## src/rtl/iso_tu_scheduler_mc.sv

```systemverilog
// Isochronous TU scheduler for the DisplayPort main-link transmit path.
// Walks each frame through active lines, horizontal blanking and vertical
// blanking, one symbol slot per lane per clock. Active periods are cut into
// transfer units whose valid size comes from a fractional accumulator.
//
// state    | meaning
// IDLE     | waiting for cfg_vld; all outputs 0
// H_ACTIVE | active symbols of a line; each TU is stream slots, then stuffing
// H_BLANK  | horizontal blanking after every active line
// V_BLANK  | blank lines at the end of the frame
module iso_tu_scheduler_mc #(
  parameter int MAX_LANES = 4,
  parameter int TU_SIZE   = 64,
  parameter int CTR_W     = 16,
  parameter int FRAC_W    = 8
) (
  input  logic                 clk,
  input  logic                 rst,
  input  logic                 cfg_vld,
  input  logic [3:0]           cfg_lane_count,
  input  logic [6:0]           cfg_tu_vld_int,
  input  logic [FRAC_W-1:0]    cfg_tu_vld_frac,
  input  logic [CTR_W-1:0]     cfg_h_active,
  input  logic [CTR_W-1:0]     cfg_h_blank,
  input  logic [CTR_W-1:0]     cfg_v_active,
  input  logic [CTR_W-1:0]     cfg_v_blank,
  input  logic                 stop,
  output logic                 cfg_err,
  output logic [1:0]           sched_state,
  output logic [MAX_LANES-1:0] sched_stream_en,
  output logic [MAX_LANES-1:0] sched_stuff_en,
  output logic [MAX_LANES-1:0] sched_blank_en,
  output logic                 sched_bs,
  output logic                 sched_be,
  output logic                 sched_vblank_id,
  output logic [CTR_W-1:0]     sched_line_cnt,
  output logic                 frame_done
);

  localparam int TU_W  = $clog2(TU_SIZE);
  localparam int VLD_W = $clog2(TU_SIZE + 1);
  localparam logic [CTR_W-1:0] ONE     = 1;
  localparam logic [CTR_W-1:0] TWO     = 2;
  localparam logic [CTR_W:0]   ONE_X   = 1;
  localparam logic [TU_W-1:0]  TU_ONE  = 1;
  localparam logic [TU_W-1:0]  TU_LAST = TU_W'(TU_SIZE - 1);
  localparam logic [VLD_W-1:0] VLD_ONE = 1;
  localparam logic [VLD_W-1:0] TU_FULL = VLD_W'(TU_SIZE);
  localparam logic [7:0]       N_MAX   = 8'(TU_SIZE);

  typedef enum logic [1:0] {
    IDLE     = 2'd0,
    H_ACTIVE = 2'd1,
    H_BLANK  = 2'd2,
    V_BLANK  = 2'd3
  } state_t;

  // Registers describe the slot currently on the outputs; *_n is the next slot.
  state_t            st, st_n;
  logic [CTR_W-1:0]  cnt, cnt_n;         // slots left in the period after this one
  logic [CTR_W-1:0]  line, line_n;
  logic [TU_W-1:0]   tu_rem, tu_rem_n;   // slots left in the TU after this one
  logic [VLD_W-1:0]  vld_rem, vld_rem_n; // stream slots still owed in this TU
  logic [FRAC_W-1:0] acc, acc_n;
  logic              stop_seen, stop_seen_n;

  logic [3:0]        lanes_q, lanes_e;
  logic [6:0]        int_q, int_e;
  logic [FRAC_W-1:0] frac_q, frac_e;
  logic [CTR_W-1:0]  ha_q, ha_e, hb_q, hb_e, va_q, va_e, vb_q, vb_e;

  logic              lane_ok, cfg_legal, start_ok;
  logic [MAX_LANES-1:0] lane_mask;
  logic [CTR_W-1:0]  line_len_m1;
  logic [CTR_W:0]    lines_e;

  logic              new_line, frame_end, stream_n;
  logic [FRAC_W-1:0] acc_base;
  logic [FRAC_W:0]   tu_sum;
  logic [7:0]        n_raw;
  logic [VLD_W-1:0]  vld_cur;
  logic              last_act_n, last_vb_n, hb_end_n, vb_end_n;
  logic              bs_n, be_n, fd_n;

  // Legal lane counts are powers of two that fit the physical lanes.
  always_comb begin
    case (cfg_lane_count)
      4'd1, 4'd2, 4'd4, 4'd8: lane_ok = (int'(cfg_lane_count) <= MAX_LANES);
      default:                lane_ok = 1'b0;
    endcase
  end

  assign cfg_legal = lane_ok && (cfg_h_blank >= TWO) && (cfg_v_active != '0) &&
                     (cfg_h_active != '0);
  assign start_ok  = (st == IDLE) && cfg_vld && cfg_legal;

  // Live inputs drive the first slot while IDLE; latched copies thereafter.
  always_comb begin
    if (st == IDLE) begin
      lanes_e = cfg_lane_count;
      int_e   = cfg_tu_vld_int;
      frac_e  = cfg_tu_vld_frac;
      ha_e    = cfg_h_active;
      hb_e    = cfg_h_blank;
      va_e    = cfg_v_active;
      vb_e    = cfg_v_blank;
    end else begin
      lanes_e = lanes_q;
      int_e   = int_q;
      frac_e  = frac_q;
      ha_e    = ha_q;
      hb_e    = hb_q;
      va_e    = va_q;
      vb_e    = vb_q;
    end
  end

  assign line_len_m1 = ha_e + hb_e - ONE;
  assign lines_e     = {1'b0, va_e} + {1'b0, vb_e};

  // Lanes at or above the configured count never carry a slot.
  always_comb begin
    lane_mask = '0;
    for (int i = 0; i < MAX_LANES; i++) lane_mask[i] = (i < int'(lanes_e));
  end

  // Next-slot computation: period sequencing, frame end, then TU content.
  always_comb begin
    st_n        = st;
    cnt_n       = cnt;
    line_n      = line;
    tu_rem_n    = tu_rem;
    vld_rem_n   = vld_rem;
    acc_n       = acc;
    stop_seen_n = stop_seen | stop;
    new_line    = 1'b0;
    frame_end   = 1'b0;
    acc_base    = '0;
    tu_sum      = '0;
    n_raw       = '0;
    vld_cur     = '0;
    stream_n    = 1'b0;

    case (st)
      IDLE: begin
        stop_seen_n = 1'b0;
        if (start_ok) begin
          st_n     = H_ACTIVE;
          cnt_n    = ha_e - ONE;
          line_n   = '0;
          new_line = 1'b1;
        end
      end
      H_ACTIVE: begin
        if (cnt != '0) begin
          cnt_n = cnt - ONE;
        end else begin
          st_n  = H_BLANK;
          cnt_n = hb_e - ONE;
        end
      end
      H_BLANK: begin
        if (cnt != '0) begin
          cnt_n = cnt - ONE;
        end else if (line == va_e - ONE) begin
          if (vb_e == '0) begin
            frame_end = 1'b1;
          end else begin
            st_n   = V_BLANK;
            line_n = line + ONE;
            cnt_n  = line_len_m1;
          end
        end else begin
          st_n     = H_ACTIVE;
          line_n   = line + ONE;
          cnt_n    = ha_e - ONE;
          new_line = 1'b1;
        end
      end
      V_BLANK: begin
        if (cnt != '0) begin
          cnt_n = cnt - ONE;
        end else if ({1'b0, line} == lines_e - ONE_X) begin
          frame_end = 1'b1;
        end else begin
          line_n = line + ONE;
          cnt_n  = line_len_m1;
        end
      end
      default: st_n = IDLE;
    endcase

    // A stop seen anywhere in the frame, including its last slot, ends the run here.
    if (frame_end) begin
      line_n      = '0;
      stop_seen_n = 1'b0;
      if (stop_seen || stop) begin
        st_n  = IDLE;
        cnt_n = '0;
      end else begin
        st_n     = H_ACTIVE;
        cnt_n    = ha_e - ONE;
        new_line = 1'b1;
      end
    end

    // TU boundaries restart at every active line, so the last TU simply truncates.
    if (st_n == H_ACTIVE) begin
      if (new_line || (tu_rem == '0)) begin
        acc_base = new_line ? '0 : acc;
        tu_sum   = {1'b0, acc_base} + {1'b0, frac_e};
        acc_n    = tu_sum[FRAC_W-1:0];
        n_raw    = {1'b0, int_e} + {7'd0, tu_sum[FRAC_W]};
        vld_cur  = (n_raw > N_MAX) ? TU_FULL : n_raw[VLD_W-1:0];
        tu_rem_n = TU_LAST;
      end else begin
        vld_cur  = vld_rem;
        tu_rem_n = tu_rem - TU_ONE;
      end
      stream_n  = (vld_cur != '0);
      vld_rem_n = stream_n ? vld_cur - VLD_ONE : vld_cur;
    end else begin
      tu_rem_n  = '0;
      vld_rem_n = '0;
      if (st_n == IDLE) acc_n = '0;
    end
  end

  assign last_act_n = (line_n == va_e - ONE);
  assign last_vb_n  = ({1'b0, line_n} == lines_e - ONE_X);
  assign hb_end_n   = (st_n == H_BLANK) && (cnt_n == '0);
  assign vb_end_n   = (st_n == V_BLANK) && (cnt_n == '0);
  assign bs_n       = ((st_n == H_BLANK) && (cnt_n == hb_e - ONE)) ||
                      ((st_n == V_BLANK) && (cnt_n == line_len_m1));
  assign be_n       = (hb_end_n && (!last_act_n || (vb_e == '0))) || (vb_end_n && last_vb_n);
  assign fd_n       = (hb_end_n && last_act_n && (vb_e == '0)) || (vb_end_n && last_vb_n);

  // Configuration register: captured once per run on an accepted start.
  always_ff @(posedge clk) begin
    if (rst) begin
      lanes_q <= '0;
      int_q   <= '0;
      frac_q  <= '0;
      ha_q    <= '0;
      hb_q    <= '0;
      va_q    <= '0;
      vb_q    <= '0;
    end else if (start_ok) begin
      lanes_q <= cfg_lane_count;
      int_q   <= cfg_tu_vld_int;
      frac_q  <= cfg_tu_vld_frac;
      ha_q    <= cfg_h_active;
      hb_q    <= cfg_h_blank;
      va_q    <= cfg_v_active;
      vb_q    <= cfg_v_blank;
    end
  end

  // Scheduler state and registered slot outputs.
  always_ff @(posedge clk) begin
    if (rst) begin
      st              <= IDLE;
      cnt             <= '0;
      line            <= '0;
      tu_rem          <= '0;
      vld_rem         <= '0;
      acc             <= '0;
      stop_seen       <= 1'b0;
      cfg_err         <= 1'b0;
      sched_state     <= 2'd0;
      sched_stream_en <= '0;
      sched_stuff_en  <= '0;
      sched_blank_en  <= '0;
      sched_bs        <= 1'b0;
      sched_be        <= 1'b0;
      sched_vblank_id <= 1'b0;
      sched_line_cnt  <= '0;
      frame_done      <= 1'b0;
    end else begin
      st              <= st_n;
      cnt             <= cnt_n;
      line            <= line_n;
      tu_rem          <= tu_rem_n;
      vld_rem         <= vld_rem_n;
      acc             <= acc_n;
      stop_seen       <= stop_seen_n;
      cfg_err         <= (st == IDLE) && cfg_vld && !cfg_legal;
      sched_state     <= st_n;
      sched_stream_en <= ((st_n == H_ACTIVE) && stream_n) ? lane_mask : '0;
      sched_stuff_en  <= ((st_n == H_ACTIVE) && !stream_n) ? lane_mask : '0;
      sched_blank_en  <= ((st_n == H_BLANK) || (st_n == V_BLANK)) ? lane_mask : '0;
      sched_bs        <= bs_n;
      sched_be        <= be_n;
      sched_vblank_id <= (st_n == V_BLANK);
      sched_line_cnt  <= line_n;
      frame_done      <= fd_n;
    end
  end

endmodule

```

## config.mk

```make
export PLATFORM = sky130hd
export DESIGN_NAME = iso_tu_scheduler_mc
export DESIGN_NICKNAME = d
export VERILOG_FILES = /design/src/rtl/iso_tu_scheduler_mc.sv
export SDC_FILE = /design/constraint.sdc
export NUM_CORES = 1
export LEC_CHECK = 0
export BUFFER_PORTS_ARGS = -buffer_cell sky130_fd_sc_hd__buf_2
export CAP_MARGIN = 30
export CORE_MARGIN = 5
export CORE_UTILIZATION = 41
export CTS_CLUSTER_DIAMETER = 80
export DETAILED_ROUTE_END_ITERATION = 16
export REMOVE_ABC_BUFFERS = 1
export SLEW_MARGIN = 25
export SYNTH_ARGS = -nofsm -noshare
export SYNTH_HDL_FRONTEND = slang
export SYNTH_SLANG_ARGS = --single-unit
```

## constraint.sdc

```tcl
create_clock -name clk -period 20.5 [get_ports clk]
set_input_delay 0 -clock clk [delete_from_list [all_inputs] [get_ports clk]]
set_output_delay 0 -clock clk [all_outputs]
set_load 0.01 [all_outputs]
```

==> metrics.txt <==
final WL=62.8 mm; Die W=205 microns; leak pwr=7.45 nW; WP buf/inv=3; detailed-router iteration count before antenna repair=5; CTS tree=built; Final WS setup=10.00 ns; Num CTS Buffers=17; routed wire length per instance=22.1 microns; largest net degree at the start of global routing=84; slowest cell on the critical path=buf_4; H-tree levels=4; Slew @ Worst Pin=0.895 ns; nets@finish=2479; core box area=37600 sq um; Final GP Congestion=0.971; Slew headroom=40.3%; Synth Register Bits=156; Pwr Density=81.0 nW/um^2; most frequent CP cell=ha_1; Worst Setup End Kind=flip-flop; DRT met1 WL=26.0 mm; class of the worst hold path=in2reg; Tmin final=10.50 ns; uppermost routed layer=met4; GR Overflow Total=0; Req. time, crit path=20.91 ns; proportion of layout cells with a drive suffix above 1=10.9%; Avg Synthesized Cell Area=7.13 sq um; YS warnings=0; Vias=17100; Fill cells=3830; Clock Tree Buf Depth=2; Setup Fix Bufs, Post-CTS=0; Tot GR Track Use=29.1%; initial core utilization=41.5%; Peak Freq=95.2 MHz; clock-pin slew on the worst setup and hold paths=0.08 ns; first-pass GRT wire length=95.6 mm; Ports=122; RSZ-0062 raised after global routing=no; met2 wire length=29.1 mm; Iteration-0 DRC Markers=1527; max-slew violation count=0; Layout area overhead=15.6%; synthesized cell area=15600 sq um; vias in the first global route=16300; Max Clock Skew=0.0107 ns; Site Rows=71; Peak VDD IR=0.0549 mV; worst setup path class=reg2reg; CP Launch Type=flip-flop; worst skew pair latency=0.47 ns; clock root cell=clkbuf_16; final setup violation count=0; top cells by area, synth=dfxtp_1 20%, nand2_1 7.7%, a21oi_1 6.7%; status=finished, final reports clean; sequential area share after synthesis=20.0%; Top Family by Delay on Critical Path=compound AO/OA/AOI/OAI gates; Max-Cap Viols=0; Final Util=48.0%; DRC viols=0; Detail Route Antenna Nets=0; setup slack at placement=10.08 ns; highest fanout seen on the critical path=39; Data arrival, critical path=10.91 ns; Synth Flop Type=dfxtp_1; clock sink total=156; final period utilization=51.2%; number of vias per cell=6.01; Synth Instances=2187; top cell type's share of synthesized area=20.0%; placed wire-length estimate=47.2 mm; EDFF count, synth=0; die height=205 microns; setup TNS=0 ns; met3 wire length=4.55 mm; die area=42000 sq um; slowest cell delay on critical path=0.56 ns; Synth cell types=103; Async SR Flop Fraction=0%; Synth area leader=dfxtp_1; Port Buf Inserts=121; initial antenna violation count=1; final hold vios=0
[routing by layer]
layer	vias up	GRT usage, %
met5	-	0
met4	0	13.6
met3	194	5.56
met2	781	48.3
met1	7965	36.6
li1	8116	-
[placed cells by master (no fill, tap or decap), types with 8 or more instances in the layout]
| cell | instances |
|---|---|
| o21ai_0 | 76 |
| dlygate4sd3_1 | 86 |
| nand2b_1 | 15 |
| a31oi_1 | 21 |
| nor3b_1 | 9 |
| o311ai_0 | 8 |
| mux2_2 | 14 |
| buf_4 | 37 |
| buf_2 | 120 |
| xor2_1 | 69 |
| nand3_1 | 53 |
| ha_1 | 78 |
| clkbuf_16 | 17 |
| xnor2_1 | 97 |
| nor2_1 | 176 |
| or3_1 | 26 |
| and4_1 | 10 |
| and3_1 | 21 |
| a21oi_1 | 210 |
| nor2b_1 | 17 |
| mux2i_1 | 86 |
| o211ai_1 | 27 |
| dfxtp_1 | 154 |
| o22ai_1 | 18 |
| nand2_1 | 320 |
| nand4_1 | 31 |
| inv_1 | 101 |
| nor3_1 | 70 |
| nor4_1 | 43 |
| a211o_1 | 10 |
| or4_1 | 18 |
| o21a_1 | 12 |
| o21ai_1 | 8 |
| nand3b_1 | 11 |
| or2_2 | 12 |
| a21o_1 | 18 |
| a211oi_1 | 24 |
| and2_1 | 23 |
| o31ai_1 | 13 |
[state kept, by name, indices dropped and copies added (netlist names), 2 cells and up]
signal / cells
tu_rem: 6
sched_blank_en: 4
vld_rem: 7
cnt: 16
int_q: 7
st: 2
acc: 8
vb_q: 16
lanes_q: 4
frac_q: 8
sched_stuff_en: 4
va_q: 16
hb_q: 16
sched_stream_en: 4
line: 16
ha_q: 16
[worst reg2reg max path: cells and delay by family (launching register included)]
family / cells / cell delay, ns
AOI/OAI and AO/OA: 14 / 3.20
and+or+nand+nor: 15 / 2.87
adders and majority gates: 6 / 1.74
muxes: 2 / 0.90
xor gates and xnor gates: 2 / 0.72
buffers and inverters: 3 / 0.68
DFF: 1 / 0.34
[logic make-up after synthesis]
| group | synth area share (%) |
|---|---|
| AO/OA/AOI/OAI | 23.0 |
| adder cells (fa/ha/maj) | 6.65 |
| flip-flops | 20.0 |
| buffers and inverters | 6.11 |
| multiplexers | 6.69 |
| AND/OR/NAND/NOR | 27.8 |
| XOR/XNOR | 9.72 |
[final cells by class]
| class | instances | area [sq um] | area share [%] |
|---|---|---|---|
| Multi-Input combinational cell | 1790 | 11500 | 64.0 |
| Sequential cell | 156 | 3130 | 17.3 |
| Timing Repair Buffer | 243 | 1740 | 9.65 |
| Tap cell | 511 | 639 | 3.55 |
| Clock buffer | 17 | 425 | 2.36 |
| Inverter | 103 | 387 | 2.15 |
| Clock inverter | 15 | 173 | 0.958 |
| Antenna cell | 1 | 2.50 | 0.0139 |
[through the flow]
stage | area [sq um] | hold slack [ns] | std cells | total power, mW
2_1_floorplan | 15000 | 0.0691 | 2049 | 0.876
3_3_place_gp | 16600 | 0.253 | 2717 | 1.10
3_5_place_dp | 16600 | 0.262 | 2717 | 1.10
4_1_cts | 18000 | 0.0959 | 2835 | 1.45
5_1_grt | 18000 | 0.142 | 2835 | 1.55
6_report | 18000 | 0.118 | 2836 | 1.46
[cells in the mapped netlist, types with 13 or more instances]
master,count
o21ai_0,76
o211ai_1,27
nand2_1,320
or3_1,26
nand3_1,53
xor2_1,69
o31ai_1,13
ha_1,78
or4_1,19
nor2_1,176
a211oi_1,24
nor4_1,44
buf_2,17
and2_1,23
a21oi_1,210
nand4_1,31
a21o_1,18
inv_1,101
nor3_1,71
and3_1,21
dfxtp_1,156
mux2i_1,87
o22ai_1,18
nor2b_1,17
nand2b_1,15
clkbuf_1,108
a31oi_1,21
xnor2_1,97
mux2_2,14
[path summary, 6_finish.rpt]
path / startpoint / to / slack, ns / cells after the start
worst max-delay path: st[0]$_SDFF_PP0_ / sched_stuff_en[2]$_SDFF_PP0_ / 10.00 / 42
worst min-delay path: cfg_lane_count[3] / sched_stream_en[3]$_SDFF_PP0_ / 0.12 / 4
worst min register to register: int_q[4]$_SDFFE_PP0P_ / int_q[4]$_SDFFE_PP0P_ / 0.45 / 2
worst max register to register: st[0]$_SDFF_PP0_ / sched_stuff_en[2]$_SDFF_PP0_ / 10.00 / 42
[what timing repair did]
item | in CTS | in global routing
endpoints found under the setup margin | 0 | 0
endpoints found under the hold margin | 109 | 0
gates resized for setup | 0 | 0
hold buffers | 86 | 0
[where the power goes]
part / internal (mW) / leakage [nW] / switching, mW
logic: 0.288 / 5.89 / 0.497
clock network: 0.174 / 0.292 / 0.160
registers: 0.321 / 1.27 / 0.0190
No activity file was read; power rests on OpenSTA's default activity.
